## config.mk

```make
export PLATFORM = sky130hd
export DESIGN_NAME = multicycle_control_fsm_flat
export DESIGN_NICKNAME = d
export VERILOG_FILES = /design/src/rtl/multicycle_control_fsm_pkg.sv /design/src/rtl/multicycle_control_fsm_if.sv /design/src/rtl/multicycle_control_fsm_imm_src_decode.sv /design/src/rtl/multicycle_control_fsm.sv /design/src/flat_wrapper.sv
export SDC_FILE = /design/constraint.sdc
export NUM_CORES = 1
export LEC_CHECK = 0
export ABC_AREA = 0
export BUFFER_PORTS_ARGS = -buffer_cell sky130_fd_sc_hd__buf_2
export CORE_AREA = 2 2 73 75
export DETAILED_ROUTE_END_ITERATION = 12
export DIE_AREA = 0 0 75 77
export PLACE_DENSITY = 0.6
export SYNTH_ARGS = -nofsm -noshare
export SYNTH_HDL_FRONTEND = slang
export SYNTH_SLANG_ARGS = --single-unit
```

## constraint.sdc

```tcl
create_clock -name clk -period 3.58 [get_ports clk]
set_clock_uncertainty 0.15 [all_clocks]
set_input_delay 0.358 -clock clk [delete_from_list [all_inputs] [get_ports clk]]
set_output_delay 0.358 -clock clk [all_outputs]
set_load 0.02 [all_outputs]
```

## src/rtl/multicycle_control_fsm_pkg.sv

```systemverilog
// Shared encodings for the multicycle RV32I control path: opcodes, FSM states,
// datapath mux selects and the per-state control word.
package multicycle_control_fsm_pkg;

  localparam logic [6:0] OP_LOAD   = 7'b0000011;
  localparam logic [6:0] OP_STORE  = 7'b0100011;
  localparam logic [6:0] OP_R      = 7'b0110011;
  localparam logic [6:0] OP_IMM    = 7'b0010011;
  localparam logic [6:0] OP_BRANCH = 7'b1100011;
  localparam logic [6:0] OP_JAL    = 7'b1101111;
  localparam logic [6:0] OP_JALR   = 7'b1100111;
  localparam logic [6:0] OP_LUI    = 7'b0110111;

  typedef enum logic [3:0] {
    S_FETCH   = 4'd0,  S_DECODE  = 4'd1,  S_MEMADR  = 4'd2,  S_MEMREAD = 4'd3,
    S_MEMWB   = 4'd4,  S_MEMWRITE = 4'd5, S_EXEC_R  = 4'd6,  S_EXEC_I  = 4'd7,
    S_ALUWB   = 4'd8,  S_BRANCH  = 4'd9,  S_JAL     = 4'd10, S_JALR    = 4'd11,
    S_JALR_WB = 4'd12, S_LUI     = 4'd13, S_TRAP    = 4'd14
  } state_t;

  typedef enum logic [1:0] {SRCA_PC = 2'b00, SRCA_OLDPC = 2'b01, SRCA_RD1 = 2'b10} alu_src_a_t;
  typedef enum logic [1:0] {SRCB_RD2 = 2'b00, SRCB_IMM = 2'b01, SRCB_FOUR = 2'b10} alu_src_b_t;
  typedef enum logic [1:0] {ALUOP_ADD = 2'b00, ALUOP_SUB = 2'b01, ALUOP_FUNCT = 2'b10} alu_op_t;
  typedef enum logic [1:0] {
    RES_ALUOUT = 2'b00, RES_DATA = 2'b01, RES_ALURESULT = 2'b10, RES_IMMEXT = 2'b11
  } result_src_t;
  typedef enum logic [2:0] {
    IMM_I = 3'b000, IMM_S = 3'b001, IMM_B = 3'b010, IMM_J = 3'b011, IMM_U = 3'b100
  } imm_src_t;

  typedef struct packed {
    logic        mem_req;
    logic        adr_src;
    logic        fetch;
    logic        pc_update;
    logic        reg_write;
    logic        mem_write;
    logic        branch;
    alu_src_a_t  alu_src_a;
    alu_src_b_t  alu_src_b;
    alu_op_t     alu_op;
    result_src_t result_src;
  } ctrl_t;

  localparam ctrl_t CTRL_IDLE = '{
    mem_req: 1'b0, adr_src: 1'b0, fetch: 1'b0, pc_update: 1'b0, reg_write: 1'b0,
    mem_write: 1'b0, branch: 1'b0, alu_src_a: SRCA_PC, alu_src_b: SRCB_RD2,
    alu_op: ALUOP_ADD, result_src: RES_ALUOUT
  };

  function automatic logic is_mem_wait(input state_t s);
    return (s == S_FETCH) || (s == S_MEMREAD) || (s == S_MEMWRITE);
  endfunction

endpackage

```

## src/rtl/multicycle_control_fsm_if.sv

```systemverilog
// Control-sequencer <-> datapath/memory bundle; master is the sequencer side.
interface multicycle_control_fsm_if;
  logic [6:0] op;
  logic       zero;
  logic       mem_ready;
  logic       mem_req;
  logic       AdrSrc;
  logic       IRWrite;
  logic       PCUpdate;
  logic       PCWrite;
  logic       RegWrite;
  logic       MemWrite;
  logic [1:0] ALUSrcA;
  logic [1:0] ALUSrcB;
  logic [1:0] ALUOp;
  logic [1:0] ResultSrc;
  logic [2:0] ImmSrc;
  logic       trap;

  modport master (
    input  op, zero, mem_ready,
    output mem_req, AdrSrc, IRWrite, PCUpdate, PCWrite, RegWrite, MemWrite,
           ALUSrcA, ALUSrcB, ALUOp, ResultSrc, ImmSrc, trap
  );

  modport slave (
    output op, zero, mem_ready,
    input  mem_req, AdrSrc, IRWrite, PCUpdate, PCWrite, RegWrite, MemWrite,
           ALUSrcA, ALUSrcB, ALUOp, ResultSrc, ImmSrc, trap
  );
endinterface

```

## src/rtl/multicycle_control_fsm_imm_src_decode.sv

```systemverilog
// Immediate-format select derived combinationally from the opcode.
module multicycle_control_fsm_imm_src_decode
  import multicycle_control_fsm_pkg::*;
(
  input  logic [6:0] op,
  output imm_src_t   imm_src
);

  // Loads, OP-IMM and JALR share the I format, which is also the fallback.
  always_comb begin
    imm_src = IMM_I;
    case (op)
      OP_STORE:  imm_src = IMM_S;
      OP_BRANCH: imm_src = IMM_B;
      OP_JAL:    imm_src = IMM_J;
      OP_LUI:    imm_src = IMM_U;
      default:   imm_src = IMM_I;
    endcase
  end

endmodule

```

## src/rtl/multicycle_control_fsm.sv

```systemverilog
// Moore control sequencer for the multicycle RV32I core, with memory wait
// timeout and a sticky trap that only rst_n clears.
module multicycle_control_fsm
  import multicycle_control_fsm_pkg::*;
#(
  parameter int unsigned MEM_TIMEOUT = 15
) (
  input  logic                     clk,
  input  logic                     rst_n,
  multicycle_control_fsm_if.master bus
);

  localparam logic [7:0] WAIT_LAST = 8'(MEM_TIMEOUT - 32'd1);

  state_t     state_q, state_d;
  logic [7:0] wait_cnt_q, wait_cnt_d;
  logic       trap_q, trap_d;
  logic       run_q;
  ctrl_t      ctrl_q, ctrl_d;
  logic       timeout_s;
  logic       pc_update_s;
  imm_src_t   imm_src_s;

  function automatic ctrl_t ctrl_decode(input state_t s);
    ctrl_t c;
    c = CTRL_IDLE;
    case (s)
      S_FETCH:    begin c.mem_req = 1'b1; c.fetch = 1'b1; c.alu_src_b = SRCB_FOUR;
                        c.result_src = RES_ALURESULT; end
      S_DECODE:   begin c.alu_src_a = SRCA_OLDPC; c.alu_src_b = SRCB_IMM; end
      S_MEMADR:   begin c.alu_src_a = SRCA_RD1; c.alu_src_b = SRCB_IMM; end
      S_MEMREAD:  begin c.mem_req = 1'b1; c.adr_src = 1'b1; end
      S_MEMWB:    begin c.result_src = RES_DATA; c.reg_write = 1'b1; end
      S_MEMWRITE: begin c.mem_req = 1'b1; c.adr_src = 1'b1; c.mem_write = 1'b1; end
      S_EXEC_R:   begin c.alu_src_a = SRCA_RD1; c.alu_op = ALUOP_FUNCT; end
      S_EXEC_I:   begin c.alu_src_a = SRCA_RD1; c.alu_src_b = SRCB_IMM; c.alu_op = ALUOP_FUNCT; end
      S_ALUWB:    c.reg_write = 1'b1;
      S_BRANCH:   begin c.alu_src_a = SRCA_RD1; c.alu_op = ALUOP_SUB; c.branch = 1'b1; end
      // ALUOut still holds the DECODE target while the ALU forms OldPC+4 for rd.
      S_JAL:      begin c.alu_src_a = SRCA_OLDPC; c.alu_src_b = SRCB_FOUR; c.pc_update = 1'b1; end
      S_JALR:     begin c.alu_src_a = SRCA_RD1; c.alu_src_b = SRCB_IMM;
                        c.result_src = RES_ALURESULT; c.pc_update = 1'b1; end
      S_JALR_WB:  begin c.alu_src_a = SRCA_OLDPC; c.alu_src_b = SRCB_FOUR;
                        c.result_src = RES_ALURESULT; c.reg_write = 1'b1; end
      S_LUI:      begin c.result_src = RES_IMMEXT; c.reg_write = 1'b1; end
      default:    c = CTRL_IDLE;
    endcase
    return c;
  endfunction

  // Next state, wait counter, sticky trap and the control word for the next state.
  always_comb begin
    state_d   = state_q;
    timeout_s = !bus.mem_ready && (wait_cnt_q == WAIT_LAST);
    if (run_q) begin
      case (state_q)
        S_FETCH:    if (bus.mem_ready) state_d = S_DECODE;
                    else if (timeout_s) state_d = S_TRAP;
                    else state_d = S_FETCH;
        S_DECODE:
          case (bus.op)
            OP_LOAD, OP_STORE: state_d = S_MEMADR;
            OP_R:              state_d = S_EXEC_R;
            OP_IMM:            state_d = S_EXEC_I;
            OP_BRANCH:         state_d = S_BRANCH;
            OP_JAL:            state_d = S_JAL;
            OP_JALR:           state_d = S_JALR;
            OP_LUI:            state_d = S_LUI;
            default:           state_d = S_TRAP;
          endcase
        S_MEMADR:   state_d = bus.op[5] ? S_MEMWRITE : S_MEMREAD;
        S_MEMREAD:  if (bus.mem_ready) state_d = S_MEMWB;
                    else if (timeout_s) state_d = S_TRAP;
                    else state_d = S_MEMREAD;
        S_MEMWRITE: if (bus.mem_ready) state_d = S_FETCH;
                    else if (timeout_s) state_d = S_TRAP;
                    else state_d = S_MEMWRITE;
        S_EXEC_R, S_EXEC_I, S_JAL: state_d = S_ALUWB;
        S_JALR:     state_d = S_JALR_WB;
        S_MEMWB, S_ALUWB, S_BRANCH, S_JALR_WB, S_LUI: state_d = S_FETCH;
        default:    state_d = S_TRAP;
      endcase
    end else begin
      state_d = state_q;
    end

    if (state_d == S_TRAP) trap_d = 1'b1;
    else                   trap_d = trap_q;

    if (state_d != state_q) wait_cnt_d = 8'd0;
    else if (is_mem_wait(state_q) && !bus.mem_ready) wait_cnt_d = wait_cnt_q + 8'd1;
    else wait_cnt_d = wait_cnt_q;

    ctrl_d = ctrl_decode(state_d);
  end

  // State and registered control word; run_q keeps strobes off for one cycle after reset.
  always_ff @(posedge clk or negedge rst_n) begin
    if (!rst_n) begin
      state_q    <= S_FETCH;
      wait_cnt_q <= 8'd0;
      trap_q     <= 1'b0;
      run_q      <= 1'b0;
      ctrl_q     <= CTRL_IDLE;
    end else begin
      state_q    <= state_d;
      wait_cnt_q <= wait_cnt_d;
      trap_q     <= trap_d;
      run_q      <= 1'b1;
      ctrl_q     <= ctrl_d;
    end
  end

  multicycle_control_fsm_imm_src_decode u_imm_src_decode (
    .op      (bus.op),
    .imm_src (imm_src_s)
  );

  // IR load and PC+4 happen only in the cycle the fetch completes.
  assign pc_update_s   = ctrl_q.pc_update | (ctrl_q.fetch & bus.mem_ready);
  assign bus.mem_req   = ctrl_q.mem_req;
  assign bus.AdrSrc    = ctrl_q.adr_src;
  assign bus.IRWrite   = ctrl_q.fetch & bus.mem_ready;
  assign bus.PCUpdate  = pc_update_s;
  assign bus.PCWrite   = pc_update_s | (ctrl_q.branch & bus.zero);
  assign bus.RegWrite  = ctrl_q.reg_write;
  assign bus.MemWrite  = ctrl_q.mem_write;
  assign bus.ALUSrcA   = ctrl_q.alu_src_a;
  assign bus.ALUSrcB   = ctrl_q.alu_src_b;
  assign bus.ALUOp     = ctrl_q.alu_op;
  assign bus.ResultSrc = ctrl_q.result_src;
  assign bus.ImmSrc    = imm_src_s;
  assign bus.trap      = trap_q;

endmodule
```

## src/flat_wrapper.sv

```systemverilog
// flat-port wrapper written by rule: the top's interface ports become plain ports
module multicycle_control_fsm_flat import multicycle_control_fsm_pkg::*;
#(
  parameter int unsigned MEM_TIMEOUT = 15
)
  (clk, rst_n, bus_op, bus_zero, bus_mem_ready, bus_mem_req, bus_AdrSrc, bus_IRWrite, bus_PCUpdate, bus_PCWrite, bus_RegWrite, bus_MemWrite, bus_ALUSrcA, bus_ALUSrcB, bus_ALUOp, bus_ResultSrc, bus_ImmSrc, bus_trap);
  multicycle_control_fsm_if bus_i ();
  input  logic clk;
  input  logic rst_n;
  input wire logic [$bits(bus_i.op)-1:0] bus_op;
  input wire logic [$bits(bus_i.zero)-1:0] bus_zero;
  input wire logic [$bits(bus_i.mem_ready)-1:0] bus_mem_ready;
  output wire logic [$bits(bus_i.mem_req)-1:0] bus_mem_req;
  output wire logic [$bits(bus_i.AdrSrc)-1:0] bus_AdrSrc;
  output wire logic [$bits(bus_i.IRWrite)-1:0] bus_IRWrite;
  output wire logic [$bits(bus_i.PCUpdate)-1:0] bus_PCUpdate;
  output wire logic [$bits(bus_i.PCWrite)-1:0] bus_PCWrite;
  output wire logic [$bits(bus_i.RegWrite)-1:0] bus_RegWrite;
  output wire logic [$bits(bus_i.MemWrite)-1:0] bus_MemWrite;
  output wire logic [$bits(bus_i.ALUSrcA)-1:0] bus_ALUSrcA;
  output wire logic [$bits(bus_i.ALUSrcB)-1:0] bus_ALUSrcB;
  output wire logic [$bits(bus_i.ALUOp)-1:0] bus_ALUOp;
  output wire logic [$bits(bus_i.ResultSrc)-1:0] bus_ResultSrc;
  output wire logic [$bits(bus_i.ImmSrc)-1:0] bus_ImmSrc;
  output wire logic [$bits(bus_i.trap)-1:0] bus_trap;
  assign bus_i.op = bus_op;
  assign bus_i.zero = bus_zero;
  assign bus_i.mem_ready = bus_mem_ready;
  assign bus_mem_req = bus_i.mem_req;
  assign bus_AdrSrc = bus_i.AdrSrc;
  assign bus_IRWrite = bus_i.IRWrite;
  assign bus_PCUpdate = bus_i.PCUpdate;
  assign bus_PCWrite = bus_i.PCWrite;
  assign bus_RegWrite = bus_i.RegWrite;
  assign bus_MemWrite = bus_i.MemWrite;
  assign bus_ALUSrcA = bus_i.ALUSrcA;
  assign bus_ALUSrcB = bus_i.ALUSrcB;
  assign bus_ALUOp = bus_i.ALUOp;
  assign bus_ResultSrc = bus_i.ResultSrc;
  assign bus_ImmSrc = bus_i.ImmSrc;
  assign bus_trap = bus_i.trap;
  multicycle_control_fsm #(.MEM_TIMEOUT(MEM_TIMEOUT)) u_core (.clk(clk), .rst_n(rst_n), .bus(bus_i));
endmodule
```

# == Word level (Yosys, flattened, before mapping) ==
# Index checks and enable logic that the tools add are counted.
# op_classes
n_bitwise,4
mux,24
reduce_logical,21
eq_ne,37
n_addsub,1
# ops
cell,n
== test 4 bit (second input constant),13
== test 4 x 3 -> 1 bit (second input constant),8
case mux 4 bit (8 select lines),1
2-to-1 mux 4 bit,7
case mux 4 bit (7 select lines),1
== test 7 x 6 -> 1 bit (second input constant),3
== test 7 bit (second input constant),3
== test 4 x 2 -> 1 bit (second input constant),4
2-to-1 mux 8 bit,2
OR reduction 3 bit,5
case mux 2 bit (2 select lines),3
case mux 3 bit (4 select lines),1
OR reduction 5 bit,2
adder 8 x 1 -> 8 bit (second input constant),1
== test 4 x 1 -> 1 bit (second input constant),2
== test 8 x 4 -> 1 bit (second input constant),1
logical NOT 4 bit,2
OR reduction 2 bit,4
OR reduction 4 bit,2
== test 7 x 2 -> 1 bit (second input constant),1
== test 7 x 5 -> 1 bit (second input constant),1
2-to-1 mux 1 bit,7
case mux 2 bit (3 select lines),1
!= test 4 bit,1
7 further kinds,11
# totals
in_bits,11
ff_bits,29

# == Logic depth before layout (Yosys ltp) ==
# Gate-level depths: netlist of the first run.
# depth
word_depth,9
depth_mapped,11

# == Hierarchy ==
# Synthesis of the first run repeated with hierarchy kept, for this count alone.
# unflattened
cells_unflattened,195
hier_area_um2,1836.8
# by_module_without_submodules
module,n_inst,area_each_um2,cells_each
multicycle_control_fsm,1,1775.5,187
multicycle_control_fsm_imm_src_decode,1,61.3,8

# == Worst setup path after synthesis of the first run ==
# Ideal clock, no wire load.
# synth_path
path_kind,in2reg
from,input bus_op[2]
to,register u_core.wait_cnt_q[0]
setup_time_ps,81
path_slack_ps,1263
path_stages,7
arrival_ps,2086
required_ps,3349
n_path_buf,1
cell_sequence,buf_6 > or4b_1 > o22ai_1 > o2111ai_1 > a221o_1 > a211o_4 > nor3_2
# synth_between
elab_chain_len,7
word_cells_on_any_way,15
# synth_rtl
item,line,rtl
"start, declared",flat_wrapper.sv:10,input wire logic [$bits(bus_i.op)-1:0] bus_op;
== test 7 x 2 -> 1 bit or == test 7 x 6 -> 1 bit (tied branches),multicycle_control_fsm.sv:61,case (bus.op)
OR reduction 2 bit,multicycle_control_fsm.sv:61,
case mux 4 bit (7 select lines) *,multicycle_control_fsm.sv:61,
case mux 4 bit (8 select lines) *,multicycle_control_fsm.sv:56,case (state_q)
2-to-1 mux 4 bit *,multicycle_control_fsm.sv:55,if (run_q) begin
!= test 4 bit *,multicycle_control_fsm.sv:90,if (state_d != state_q) wait_cnt_d = 8'd0;
2-to-1 mux 8 bit or nonzero test 2 bit (tied branches),--,
"end signal, assigned",multicycle_control_fsm.sv:107,wait_cnt_q <= wait_cnt_d;
"end, declared",multicycle_control_fsm.sv:16,"logic [7:0] wait_cnt_q, wait_cnt_d;"
# Every way passes the cells marked *; elsewhere a longest branch is shown, timed or not.
# A chain may end at the register's enable or synchronous reset.

# == Final worst setup path of the first run ==
# layout_path
from,register u_core.state_q[0]
to,register u_core.wait_cnt_q[1]
# layout_between
elab_chain_len,6
word_cells_on_any_way,24
# layout_rtl
item,line,rtl
"start, declared",multicycle_control_fsm.sv:15,"state_t state_q, state_d;"
"start signal, assigned",multicycle_control_fsm.sv:106,state_q <= state_d;
== test 4 x 3 -> 1 bit or == test 4 bit (tied branches),multicycle_control_fsm.sv:56,
OR reduction 5 bit or OR reduction 3 bit (tied branches),multicycle_control_fsm.sv:56,
case mux 4 bit (8 select lines),multicycle_control_fsm.sv:56,
2-to-1 mux 4 bit,multicycle_control_fsm.sv:55,
!= test 4 bit,multicycle_control_fsm.sv:90,
2-to-1 mux 8 bit or nonzero test 2 bit (tied branches),--,
# Parallel ways exist; a longest one is shown, timed or not.

==> impl_metrics.env, run 1 <==
export IMPL_hold_violations=0
export IMPL_finalSetupViolCount=0
export IMPL_drv_cap=0
export IMPL_path_clk_slew_ps=70
export IMPL_final_min_clock_period_ps=2690
export IMPL_antenna_found_initial=0
export IMPL_ios=30
export IMPL_clockBufferDepth=2
export IMPL_rsz0062_at_grt="false"
export IMPL_nNetsFinal=242
export IMPL_dieArea_mm2=0.00578
export IMPL_ys_flop_type="dfrtp_1"
export IMPL_arrival_ps=2740
export IMPL_gp_congestion=0.868
export IMPL_synth_seq_area_share_pct=38.1
export IMPL_ant_nets=0
export IMPL_slew_viol_final=0
export IMPL_finalSetupTns_ps=0
export IMPL_synth_cell_types=63
export IMPL_ys_seq_elements=29
export IMPL_die_h_um=77
export IMPL_viasPerCell=5.11
export IMPL_grt_overflow=0
export IMPL_vias=1533
export IMPL_max_freq_mhz=371
export IMPL_first_pass_iters=4
export IMPL_synth_edf_count=0
export IMPL_track_usage_pct=14.6
export IMPL_port_buffers=29
export IMPL_grt_pass1_wl_um=6550
export IMPL_cts_htree_levels=2
export IMPL_netlist_instances=210
export IMPL_coreArea_mm2=0.00498
export IMPL_start_kind="flip-flop"
export IMPL_crit_fanout=15
export IMPL_hold_slack_ps=325
export IMPL_drc_errors=0
export IMPL_yosysMostFrequentCell="dfrtp_1"
export IMPL_n_antenna_cell=0
export IMPL_clock_latency_ps=270
export IMPL_synth_largest_area_cell="dfrtp_1"
export IMPL_cts_made_buffers=5
export IMPL_maxSlewHeadroom_pct=57.8
export IMPL_yosysWarnings=0
export IMPL_cts_sinks=29
export IMPL_cts_setup_buffers=0
export IMPL_dpl_instance_area_mm2=0.00202
export IMPL_root_buffer="clkbuf_8"
export IMPL_synthTopCellsByArea="dfrtp_1, nor3_2, nand2_1"
export IMPL_cts_tree="done"
export IMPL_die_w_um=75
export IMPL_avgSynthCellArea_um2=9.08
export IMPL_setup_worst_path_class="flip-flop to flip-flop"
export IMPL_drt_iter0_markers=65
export IMPL_drive_gt1_share_pct=24.8
export IMPL_synth_nets=223
export IMPL_leakagePower_nw=0.939
export IMPL_status="completed"
export IMPL_synthesis_area_mm2=0.00191
export IMPL_start_util_pct=38.3
export IMPL_wl_per_cell_um=12.8
export IMPL_synthArstFlopShare_pct=100
export IMPL_hold_buffers=1
export IMPL_grt_pass1_vias=1459
export IMPL_placementRows=26
export IMPL_synth_top_cell_area_share_pct=38.1
export IMPL_peakVddDrop_v=0.000373
export IMPL_synth_common_cells="dfrtp_1, nand2_1, nor2_1"
export IMPL_worst_slew_pin_transition_ps=633
export IMPL_min_period_over_period_pct=75.3
export IMPL_cts_resized=0
export IMPL_hold_path_class="flip-flop to flip-flop"
export IMPL_drt_wl_total_um=3840
export IMPL_area_delta_synth_final_pct=10.9
export IMPL_fin_area_mm2=0.00211
export IMPL_grt_max_degree=30
export IMPL_cp_required_ps=3630
export IMPL_endpoint_kind="flip-flop"
export IMPL_power_density_mw_per_mm2=623
export IMPL_dpl_hpwl_um=2780
-- routing by layer --
layer / up-vias / GRT usage [%] / routed length, µm
met5: - / 0 / 0
met4: 0 / 4.82 / 25
met3: 2 / 3.94 / 127
met2: 26 / 22.1 / 1750
met1: 721 / 20.0 / 1930
li1: 784 / - / -
-- state kept, by name, summed over array words and instances, names as in the netlist, 2 cells and up --
register,flops
u_core.wait_cnt_q,8
u_core.state_q,4
u_core.ctrl_q,3
u_core.bus.ALUOp,2
u_core.bus.ALUSrcA,2
u_core.bus.ALUSrcB,2
u_core.bus.ResultSrc,2
-- placed cells by master (no fill, tap or decap), types with 2 or more instances in the layout --
cell type  Yosys  routed
buf_2          6      29
dfrtp_1       29      29
nand2_1       21      21
nor2_1        15      15
a21oi_1       14      14
nor3_1         8       8
nor3_2         8       8
inv_1          6       6
and2_1         6       6
nand3_1        5       5
nand2b_1       5       5
xnor2_1        5       5
clkbuf_8       0       5
xor2_1         4       4
a21o_1         4       4
nand3b_1       3       3
o21ai_0        3       3
or3b_1         3       3
a31oi_1        3       3
o22ai_1        3       3
o221a_2        2       2
inv_2          2       2
o31ai_1        2       2
or3b_2         2       2
and3_1         2       2
nand4_1        2       2
ha_1           2       2
clkinv_2       0       2
-- cell type report --
type                            instances  area [µm²]
Clock buffer                            5        68.8
Clock inverter                          3        17.5
Fill cell                             524        2860
Inverter                                9        33.8
Multi-Input combinational cell        154        1030
Sequential cell                        29         726
Tap cell                               70        87.6
Timing Repair Buffer                   30         155
-- where the power goes --
part	internal, mW	total, mW	switching, mW
clock network	0.134	0.257	0.123
registers	0.402	0.481	0.0788
logic	0.214	0.580	0.366
total	0.750	1.32	0.567
-- worst max-delay path, stage by stage, from the launching register on --
cell	delay, ps
dfrtp_1	610
or4b_4	550
nor3_1	150
o2111ai_1	220
a221o_1	410
a211o_4	340
nor3_2	170
-- logic make-up (layout without fill, tap and decap cells) --
| logic type | after synthesis | after routing | share of synthesized area (%) |
|---|---|---|---|
| AO/OA/AOI/OAI | 47 | 47 | 18.1 |
| XOR/XNOR | 9 | 9 | 4.13 |
| adder cells (fa/ha/maj) | 2 | 2 | 1.31 |
| buffers and inverters | 27 | 47 | 8.14 |
| flip-flops | 29 | 29 | 38.1 |
| multiplexers | 2 | 2 | 1.12 |
| other | 1 | 1 | 0.197 |
| AND/OR/NAND/NOR | 93 | 93 | 28.9 |
-- path summary, 6_finish.rpt --
check	start	endpoint	slack, ps	cells after the start
max reg2reg	u_core.state_q[0]	u_core.wait_cnt_q[1]	890	6
max in group asynchronous	rst_n	u_core.bus.RegWrite	2370	2
max	u_core.state_q[0]	u_core.wait_cnt_q[1]	890	6
min in group asynchronous	rst_n	u_core.wait_cnt_q[6]	490	2
min reg2reg	u_core.bus.trap	u_core.bus.trap	330	1
min	u_core.bus.trap	u_core.bus.trap	330	1
-- through the flow --
step                std cells  setup slack, ps  power, mW  util [%]
finish                    300              885       1.32      42.5
global route              300              695       1.41      42.5
CTS                       300              876       1.33      42.5
detailed placement        291              899       1.06      40.5
global placement          291              972       1.06      40.5
floorplan                 210             1260      0.979         -
Power figures use the tool's default switching activity.
==> inputs of run 2 (changes only) <==
==> constraint.sdc (replaced) <==
create_clock -name clk -period 2.6 [get_ports clk]
set_clock_uncertainty 0.15 [all_clocks]
set_input_delay 0.26 -clock clk [delete_from_list [all_inputs] [get_ports clk]]
set_output_delay 0.26 -clock clk [all_outputs]
set_load 0.02 [all_outputs]
==> run 2 against run 1 <==
  * Global-route usage is 0.47 points higher
  * Die area stayed put
  * Clock power is 110% higher
  * First-iteration DRC count is 72% higher
  * Critical path type unchanged
  * Largest cell class unchanged
==> impl_metrics.env, run 2 (synthesis gave the netlist of run 1 again) <==
export IMPL_power_density_mw_per_mm2=935
export IMPL_clock_power_share_pct=26.2
export IMPL_final_cells=311
export IMPL_top_regs="u_core.wait_cnt_q x8, u_core.state_q x4, u_core.ctrl_q x3"
export IMPL_cts_sinks=29
export IMPL_peakVddDrop_v=0.000509
export IMPL_drt_iter0_markers=112
export IMPL_ant_nets=0
export IMPL_ios=30
export IMPL_drv_cap=0
export IMPL_viasPerCell=5.22
export IMPL_gp_congestion=0.814
export IMPL_cts_made_buffers=5
export IMPL_min_period_over_period_pct=92.3
export IMPL_antenna_found_initial=0
export IMPL_cts_htree_levels=2
export IMPL_share_comb_of_total_power_pct=45.6
export IMPL_status="completed"
export IMPL_placementRows=26
export IMPL_drt_wl_total_um=4200
export IMPL_path_clk_slew_ps=70
export IMPL_finalSetupViolCount=0
export IMPL_arrival_ps=2450
export IMPL_dieArea_mm2=0.00578
export IMPL_n_antenna_cell=0
export IMPL_final_min_clock_period_ps=2400
export IMPL_maxSlewHeadroom_pct=56.5
export IMPL_drive_gt1_share_pct=28.2
export IMPL_setup_worst_path_class="flip-flop to flip-flop"
export IMPL_die_h_um=77
export IMPL_cp_required_ps=2650
export IMPL_slew_viol_final=0
export IMPL_vias=1623
export IMPL_clock_latency_ps=280
export IMPL_hold_path_class="flip-flop to flip-flop"
export IMPL_hold_violations=0
export IMPL_grt_pass1_vias=1513
export IMPL_endpoint_kind="flip-flop"
export IMPL_switching_share_pct=38.6
export IMPL_track_usage_pct=15.1
export IMPL_start_kind="flip-flop"
export IMPL_grt_overflow=0
export IMPL_largest_reg_flops=8
export IMPL_clockBufferDepth=2
export IMPL_multi_input_area_mm2=0.00103
export IMPL_seqPwrFrac_pct=28.2
export IMPL_start_util_pct=38.3
export IMPL_p_sw_mw=0.811
export IMPL_nNetsFinal=253
export IMPL_wl_per_cell_um=13.5
export IMPL_worst_slew_pin_transition_ps=653
export IMPL_max_freq_mhz=417
export IMPL_area_delta_synth_final_pct=17.7
export IMPL_port_buffers=29
export IMPL_crit_fanout=5
export IMPL_grt_max_degree=30
export IMPL_leakagePower_nw=1.02
export IMPL_grt_pass1_wl_um=6800
export IMPL_finalSetupTns_ps=0
export IMPL_root_buffer="clkbuf_8"
export IMPL_cts_setup_buffers=0
export IMPL_p_int_mw=1.29
export IMPL_finalPower_mw=2.10
export IMPL_drc_errors=0
export IMPL_cts_tree="done"
export IMPL_coreArea_mm2=0.00498
export IMPL_fill_cells=500
export IMPL_placed_cells=302
export IMPL_rsz0062_at_grt="false"
export IMPL_first_pass_iters=4
export IMPL_die_w_um=75
export IMPL_final_cell_mix="buf_2, dfrtp_1, nand2_1"
export IMPL_regArea_um2=726
export IMPL_top_register="u_core.wait_cnt_q"
export IMPL_dpl_hpwl_um=3060
==> run 2: layer usage <==
metal | track usage (%) | vias up | part of all wire [%]
met4 | 7.14 | 0 | 2.1
met2 | 21.1 | 53 | 44
li1 | - | 805 | -
met5 | 0 | - | 0
met1 | 21.6 | 754 | 48
met3 | 3.42 | 11 | 5.5
==> run 2: repair_timing <==
| item | CTS | global route |
|---|---|---|
| hold buffers | 1 | 0 |
| hold endpoints to repair | 29 | 0 |
| resized for setup | 0 | 0 |
==> run 2: through the flow <==
stage	cell area (µm²)	utilization [%]	hold slack, ps	setup slack, ps
final	2240	45.1	312	201
after global placement	2100	42.2	171	225
after CTS	2240	45.1	323	210
after global routing	2240	45.1	335	68.0
after floorplan	1910	-	-186	289
after detailed placement	2100	42.2	181	214
==> run 2: area by class of cell <==
class,count,area share [%]
Multi-Input combinational cell,154,45.7
Sequential cell,29,32.3
Timing Repair Buffer,41,10.6
Tap cell,70,3.90
Clock buffer,5,3.07
Clock inverter,3,2.90
Inverter,9,1.51
==> run 2: final timing paths <==
| kind | start | endpoint | slack, ps | cells past startpoint |
|---|---|---|---|---|
| setup / recovery | u_core.state_q[1] | u_core.bus.ResultSrc[1] | 200 | 7 |
| hold / removal | u_core.bus.trap | u_core.bus.trap | 310 | 1 |
| setup reg to reg | u_core.state_q[1] | u_core.bus.ResultSrc[1] | 200 | 7 |
| hold reg to reg | u_core.bus.trap | u_core.bus.trap | 310 | 1 |
| max in group asynchronous | rst_n | u_core.bus.MemWrite | 1480 | 2 |
| min in group asynchronous | rst_n | u_core.wait_cnt_q[3] | 390 | 2 |
==> run 2: power groups by stage <==
stage / sequential [mW] / clock (mW) / combinational [mW]
final: 0.592 / 0.550 / 0.956
after detailed placement: 0.600 / 0 / 0.952
after floorplan: 0.640 / 0 / 0.708
after global placement: 0.601 / 0 / 0.947
after global routing: 0.604 / 0.584 / 1.04
after CTS: 0.593 / 0.564 / 0.960
==> run 2: critical path, stage by stage (launching register included) <==
cell and delay, ps:
dfrtp_1 370, or4b_4 570, nor3_1 160, o2111ai_1 190, buf_4 180, a211oi_1 390, mux2i_1 160, o22ai_1 150
